## config.mk

```make
export PLATFORM = sky130hd
export DESIGN_NAME = fibonacci_index
export DESIGN_NICKNAME = d
export VERILOG_FILES = /design/src/rtl/fibonacci_index.sv
export SDC_FILE = /design/constraint.sdc
export NUM_CORES = 1
export LEC_CHECK = 0
export CAP_MARGIN = 0
export CORE_ASPECT_RATIO = 1.1
export CORE_MARGIN = 5
export CORE_UTILIZATION = 25
export DETAILED_ROUTE_END_ITERATION = 16
export PLACE_DENSITY_LB_ADDON = 0.15
export SLEW_MARGIN = 20
export SYNTH_ARGS = -nofsm -noshare
export SYNTH_HDL_FRONTEND = slang
export SYNTH_SLANG_ARGS = --single-unit
```

## constraint.sdc

```tcl
create_clock -name clk -period 3 [get_ports clk]
set_clock_uncertainty 0.15 [all_clocks]
set_input_delay 0.6 -clock clk [delete_from_list [all_inputs] [get_ports clk]]
set_output_delay 0.6 -clock clk [all_outputs]
set_load 0.01 [all_outputs]
```

## src/rtl/fibonacci_index.sv

```systemverilog
//------------------------------------------------------------------------------
// Module   : fibonacci_index
// Brief    : Iterative inverse Fibonacci search: largest n with F(n) <= din,
//            plus an exact-hit flag, behind a start/done handshake.
// Revision : 1.0 - initial release
//------------------------------------------------------------------------------
`default_nettype none

module fibonacci_index #(
  parameter int WIDTH     = 16,
  parameter int IDX_WIDTH = 6
) (
  input  logic                 clk,
  input  logic                 reset,
  input  logic [WIDTH-1:0]     din,
  input  logic                 start,
  output logic [IDX_WIDTH-1:0] dout,
  output logic                 found,
  output logic                 done,
  output logic                 busy
);

  typedef enum logic [1:0] {
    S_IDLE = 2'd0,
    S_CALC = 2'd1,
    S_DONE = 2'd2
  } state_t;

  state_t               r_state;
  logic [WIDTH-1:0]     r_target;
  logic [WIDTH:0]       r_a;
  logic [WIDTH:0]       r_b;
  logic [IDX_WIDTH-1:0] r_k;

  // One extra bit keeps F(k+1) representable when it first exceeds the target.
  logic [WIDTH:0]       w_sum;
  logic [WIDTH:0]       w_target_ext;
  logic                 w_hit;
  logic                 w_past;

  assign w_sum        = r_a + r_b;
  assign w_target_ext = {1'b0, r_target};
  assign w_hit        = (r_a == w_target_ext);
  assign w_past       = (r_b >  w_target_ext);

  always_ff @(posedge clk) begin
    if (reset) begin
      r_state  <= S_IDLE;
      r_target <= '0;
      r_a      <= '0;
      r_b      <= '0;
      r_k      <= '0;
      dout     <= '0;
      found    <= 1'b0;
      done     <= 1'b0;
      busy     <= 1'b0;
    end else begin
      case (r_state)
        S_IDLE, S_DONE: begin
          if (start) begin
            r_target <= din;
            r_a      <= '0;
            r_b      <= {{WIDTH{1'b0}}, 1'b1};
            r_k      <= '0;
            done     <= 1'b0;
            found    <= 1'b0;
            busy     <= 1'b1;
            r_state  <= S_CALC;
          end
        end
        S_CALC: begin
          // Exact hit is tested first so the duplicate F(1)=F(2)=1 resolves to n=1.
          if (w_hit) begin
            dout    <= r_k;
            found   <= 1'b1;
            done    <= 1'b1;
            busy    <= 1'b0;
            r_state <= S_DONE;
          end else if (w_past) begin
            dout    <= r_k;
            found   <= 1'b0;
            done    <= 1'b1;
            busy    <= 1'b0;
            r_state <= S_DONE;
          end else begin
            r_a <= r_b;
            r_b <= w_sum;
            r_k <= r_k + 1'b1;
          end
        end
        default: begin
          r_state <= S_IDLE;
          busy    <= 1'b0;
          done    <= 1'b0;
        end
      endcase
    end
  end

endmodule

`default_nettype wire

```

==> qor.yml, run 1 <==
layout_min_cycle_time_ps: 2693
vias_per_cell: 4.762
ctsHoldBuffers: 0
synth_compound_area_share_pct: 18.94
grt_pass1_vias: 3201
grt_max_degree: 36
synth-simple-area-share_pct: 21.44
synth_area_mm2: 0.003799
timing.rr.end: "r_b[5]$_SDFFE_PP0P_"
clk_path_buf_depth: 2
finalSetupTns_ps: 0
post_cts_buffers: 0
avgSynthCellArea_um2: 8.134
h-tree-depth: 3
routabilityCongestion: 0.8084
grtUsageTotal_pct: 12.42
synthAdderAreaFrac_pct: 11.40
ys_ff_latch: 66
hpwlAfterDp_mm: 7.950
dr.max_layer_used: "met4"
die_area_mm2: 0.01776
die_h_um: 139.3
worst_slew_pin_slew_ps: 719.3
wl_met3_um: 365
synth_cell_types: 56
setup_viol: 0
syn2layout_area_growth_pct: 20.78
core_mm2: 0.01500
pwr-share-comb_pct: 15.2
drt-met1-wl_mm: 5.317
worst-path-buf-inv: 2
rrSetupSlack_ps: 310
hold_depth: 2
io_pins: 28
port_buffers: 27
critical-path-top-delay-family: "compound AO/OA/AOI/OAI gates"
startpoint: "r_target[6]$_SDFFE_PP0P_"
most-common-layout-cells: "nand2_1, dfxtp_1, a21oi_1"
finalNetCount: 550
worstPathArrival_ps: 2800
powerDensity_mw_per_mm2: 477.4
ys_async_sr_fraction_pct: 0
status: "complete, no violations"
diodes: 0
rows: 47
synth-edff-count: 0
slew_violations: 0
drv_cap: 0
synthCells: 467
cts_buffers: 9
switching_share_pct: 27.97
seq_area_frac_synth_pct: 34.78
yosys-mux-area-fraction_pct: 1.845
slew-limit-headroom_pct: 52.05
cts_tree: "done"
ff2ff_path_depth: 10
wirelength_mm: 10.65
synth_top_family_by_area: "simple AND/OR/NAND/NOR gates"
gr-total-overflow: 0
max_freq_ghz: 0.3714
clock-sinks: 66
drive_gt1_share_pct: 7.784
whs_endpoint: "r_target[2]$_SDFFE_PP0P_"
antenna_found_initial: 0
final_common_cell: "nand2_1"
cp_slowest_cell: "a2111o_1"
reg2reg_from: "r_target[6]$_SDFFE_PP0P_"
via_count: 3319
remaining_drc_errors: 0
first_pass_iters: 4
path_clk_slew_ps: 60
crit_type: "flip-flop to flip-flop"
finalHoldViolCount: 0
p_clk_share_pct: 42.5
wl_met2_mm: 4.729
final_util_pct: 30.60
hold_path.class: "flip-flop to flip-flop"
worstSkewPairLatency_ps: 330
wire_per_inst_um: 15.28
grt_pass1_wl_mm: 17.42
synthFlopType: "dfxtp_1"
die_x_um: 127.5
vdd.ir_drop.worst_v: 0.0002684
pwr-share-seq_pct: 42.2
startpoint_type: "flip-flop"
drt_iter0_drc: 211
p_leak_uw: 0.001865
finalCritPeriodShare_pct: 89.76
syn-num-nets: 520
hold_start: "r_target[2]$_SDFFE_PP0P_"
switching_power_uw: 612.7
path_max_fanout: 20
path_cells: "inv_1, ha_1, a211oi_1, nor2_1, a2111o_1, o211ai_1, a21o_1, buf_12, nand3_1, a21oi_1"
critical_path_required_ps: 3110
internal-power_uw: 1578
worstSetupEndpointType: "flip-flop"
slowest_delay_ps: 440
rsz0062_at_grt: "no"
yosys_warnings: 0
synth_xor_area_share_pct: 6.456
cts_resized: 0
clockRootBuffer: "clkbuf_16"
initial_core_util_pct: 25.33
postRouteAntennaNets: 0
power groups by stage:
stage | clock, uW | combinational (uW) | sequential, uW
after detailed placement | 0 | 339 | 944
after global routing | 1000 | 372 | 928
after global placement | 0 | 337 | 943
final | 932 | 334 | 925
after CTS | 964 | 341 | 925
after floorplan | 0 | 217 | 938
cells in the mapped netlist, types with 2 or more instances:
cell type	count	area [um2]
mux2i_1	7	70.07
nor2_1	24	90.09
a21o_1	4	30.03
a22o_1	2	17.52
o211ai_1	2	15.01
a31o_1	2	17.52
nand2_1	74	277.8
clkbuf_1	14	52.55
nor4_1	4	25.02
inv_1	27	101.4
a211oi_1	3	22.52
o21bai_1	3	22.52
nand4_1	5	31.28
xor2_1	16	140.1
o21a_1	2	15.01
dfxtp_1	66	1321
nor2b_1	4	25.02
buf_4	3	22.52
o31a_1	2	17.52
ha_1	33	412.9
nor3_1	11	55.05
a21oi_1	58	290.3
or3_1	2	12.51
a31oi_1	2	12.51
xnor2_1	12	105.1
and4_1	3	26.28
and3_1	5	31.28
nand3_1	27	135.1
nand2b_1	3	18.77
o21ai_0	19	95.09
buf_2	3	15.01
metrics by stage:
stage	std cells	worst slack [ps]	hold WS (ps)	instance area, um2	power, uW
2_1_floorplan	467	505.2	306.7	3799	1155
3_3_place_gp	682	363.2	317.4	4328	1280
3_5_place_dp	682	306.9	326.0	4328	1283
4_1_cts	697	288.7	334.0	4588	2230
5_1_grt	697	102.0	356.4	4588	2301
6_report	697	307.3	330.0	4588	2190
routing by layer:
layer | vias up | GRT usage (%)
met2 | 62 | 18.99
met3 | 15 | 1.955
met1 | 1545 | 17.12
met4 | 0 | 5.703
met5 | - | 0
li1 | 1697 | -
worst min-delay path, cell delays in order (launching register included):
cell	delay (ps)
dfxtp_1	320
nand2_1	60
a21oi_1	50
worst max-delay path by stage:
stage                      endpoint  slack [ps]  cells after the start
2_1_floorplan   r_k[5]$_SDFFE_PP0P_         510                      9
3_3_place_gp    r_k[3]$_SDFFE_PP0P_         360                     10
3_5_place_dp    r_b[5]$_SDFFE_PP0P_         310                     10
4_1_cts         r_a[7]$_SDFFE_PP0P_         290                     10
5_1_grt        r_b[13]$_SDFFE_PP0P_         100                      8
6_report        r_b[5]$_SDFFE_PP0P_         310                     10
cell type report:
cell class,count,area [um2]
Clock inverter,6,35.03
Multi-Input combinational cell,353,2285
Inverter,27,101.3
Sequential cell,66,1321
Tap cell,196,245.2
Fill cell,1613,10410
Clock buffer,9,225.2
Timing Repair Buffer,40,375.4
cell families after synthesis:
family | after synthesis
AO/OA/AOI/OAI | 115
XOR/XNOR | 28
adder cells (fa/ha/maj) | 34
buffers and inverters | 48
flip-flops | 66
multiplexers | 7
AND/OR/NAND/NOR | 169
flip-flops by register name, summed over array words and instances (netlist names):
| signal | cells |
|---|---|
| dout | 6 |
| r_state | 1 |
| r_a | 17 |
| done | 1 |
| r_target | 16 |
| found | 1 |
| r_k | 6 |
| busy | 1 |
| r_b | 17 |
No activity file was read; power rests on OpenSTA's default activity.
==> inputs of run 2 (changes only) <==
--- a/config.mk
+++ b/config.mk
@@ -8,7 +8,8 @@
 export CAP_MARGIN = 0
 export CORE_ASPECT_RATIO = 1.1
 export CORE_MARGIN = 5
-export CORE_UTILIZATION = 25
+export CORE_UTILIZATION = 54
+export CTS_BUF_LIST = sky130_fd_sc_hd__clkbuf_8
 export DETAILED_ROUTE_END_ITERATION = 16
 export PLACE_DENSITY_LB_ADDON = 0.15
 export SLEW_MARGIN = 20
==> qor.yml, run 2 (synthesis gave the netlist of run 1 again) <==
status: "complete, no violations"
powerDensity_mw_per_mm2: 431.6
grt_max_degree: 31
finalHoldViolCount: 0
startpoint_type: "flip-flop"
cpMostUsedCell: "buf_4"
routabilityCongestion: 0.8980
startpoint: "r_target[2]$_SDFFE_PP0P_"
postRouteAntennaNets: 0
io_pins: 28
hold_start: "r_b[0]$_SDFFE_PP0P_"
n_fill_cell: 606
drt_iter0_drc: 274
top_regs: "r_a (17), r_b (17), r_target (16)"
p_leak_uw: 0.001841
critical_path_required_ps: 3090
gr-total-overflow: 0
wire_per_inst_um: 15.75
path_max_fanout: 7
reg2reg_from: "r_target[2]$_SDFFE_PP0P_"
finalCritPeriodShare_pct: 91.52
h-tree-depth: 3
path_clk_slew_ps: 70
worstSkewPairLatency_ps: 340
first_pass_iters: 4
grt_pass1_vias: 3214
via_count: 3440
hold_path.class: "flip-flop to flip-flop"
final_common_cell: "nand2_1"
rsz0062_at_grt: "no"
layout_min_cycle_time_ps: 2746
setup_viol: 0
cts_buffers: 9
die_area_mm2: 0.008814
finalNetCount: 555
vias_per_cell: 5.831
rows: 32
grtUsageTotal_pct: 21.14
worstSetupEndpointType: "flip-flop"
slowest_delay_ps: 470
most-common-layout-cells: "nand2_1, dfxtp_1, a21oi_1"
die_h_um: 97.97
slew-limit-headroom_pct: 53.60
die_x_um: 89.97
multi_input_area_mm2: 0.002301
finalSetupTns_ps: 0
clk_path_buf_depth: 2
cts_tree: "done"
remaining_drc_errors: 0
clock-sinks: 66
cp_slowest_cell: "a2111o_1"
rrSetupSlack_ps: 250
place_ws_ps: -111.7
path_cells: "inv_1, ha_1, a21oi_1, o21ai_0, a2111o_1, o211ai_1, buf_4, a21o_1, buf_4, nor2_1, a22o_1"
worstPathArrival_ps: 2830
vdd.ir_drop.worst_v: 0.0003323
hpwlAfterDp_mm: 6.793
clockRootBuffer: "clkbuf_8"
antenna_found_initial: 0
grt_pass1_wl_mm: 15.42
initial_core_util_pct: 54.84
diodes: 0
max_freq_ghz: 0.3642
syn2layout_area_growth_pct: 15.35
drive_gt1_share_pct: 8.317
drv_cap: 0
slew_violations: 0
ctsHoldBuffers: 0
wirelength_mm: 9.290
seqCellArea_mm2: 0.001321
worst_slack_ps: 254.4
worst_slew_pin_slew_ps: 696.0
port_buffers: 27
core_mm2: 0.006927
crit_type: "flip-flop to flip-flop"
run 2: where the power goes:
part / switching [uW] / internal, uW
Clock: 321 / 307
Sequential: 21.1 / 900
Combinational: 208 / 134
run 2: worst max-delay path: cells and delay by family (launching register included):
family | cells | cell delay [ps]
AO/OA/AOI/OAI | 6 | 1320
adder cells (fa/ha/maj) | 1 | 320
buffers and inverters | 3 | 410
flip-flops | 1 | 390
AND/OR/NAND/NOR | 1 | 70
run 2: worst paths after layout:
| path | cells past startpoint | to |
|---|---|---|
| worst max-delay path | 11 | r_b[14]$_SDFFE_PP0P_ |
| worst min-delay path | 2 | r_a[0]$_SDFFE_PP0P_ |
| worst max register to register | 11 | r_b[14]$_SDFFE_PP0P_ |
| worst min register to register | 2 | r_a[0]$_SDFFE_PP0P_ |
run 2: layout make-up:
class | count | share of cell area (%)
sequential | 66 | 30.15
inverter | 27 | 2.313
clock buffer | 10 | 3.141
clock inverter | 4 | 0.4854
multi-input combinational | 354 | 52.51
timing repair buffer | 44 | 8.966
tap | 85 | 2.427
run 2: what timing repair did:
action	4_1_cts	5_1_grt
buffers inserted	0	2
gates resized for setup	1	0
pin swaps	0	2
setup endpoints to repair	14	8
cloned	0	1
run 2: routing by layer:
metal	vias up	routed length [um]	GRT usage [%]
li1	1712	-	-
met1	1616	4454	28.13
met2	92	4193	33.78
met3	20	405	4.160
met4	0	237	8.247
met5	-	0	0
run 2: through the flow:
step                instance area (um2)  cells  utilization [%]  hold WS [ps]  power, uW
floorplan                          3799    467                -         306.7       1155
global placement                   4192    573            60.51         319.4       1260
detailed placement                 4192    573            60.51         325.7       1265
CTS                                4358    587            62.92         334.2       1890
global route                       4382    590            63.26         357.5       1978
finish                             4382    590            63.26         331.6       1891
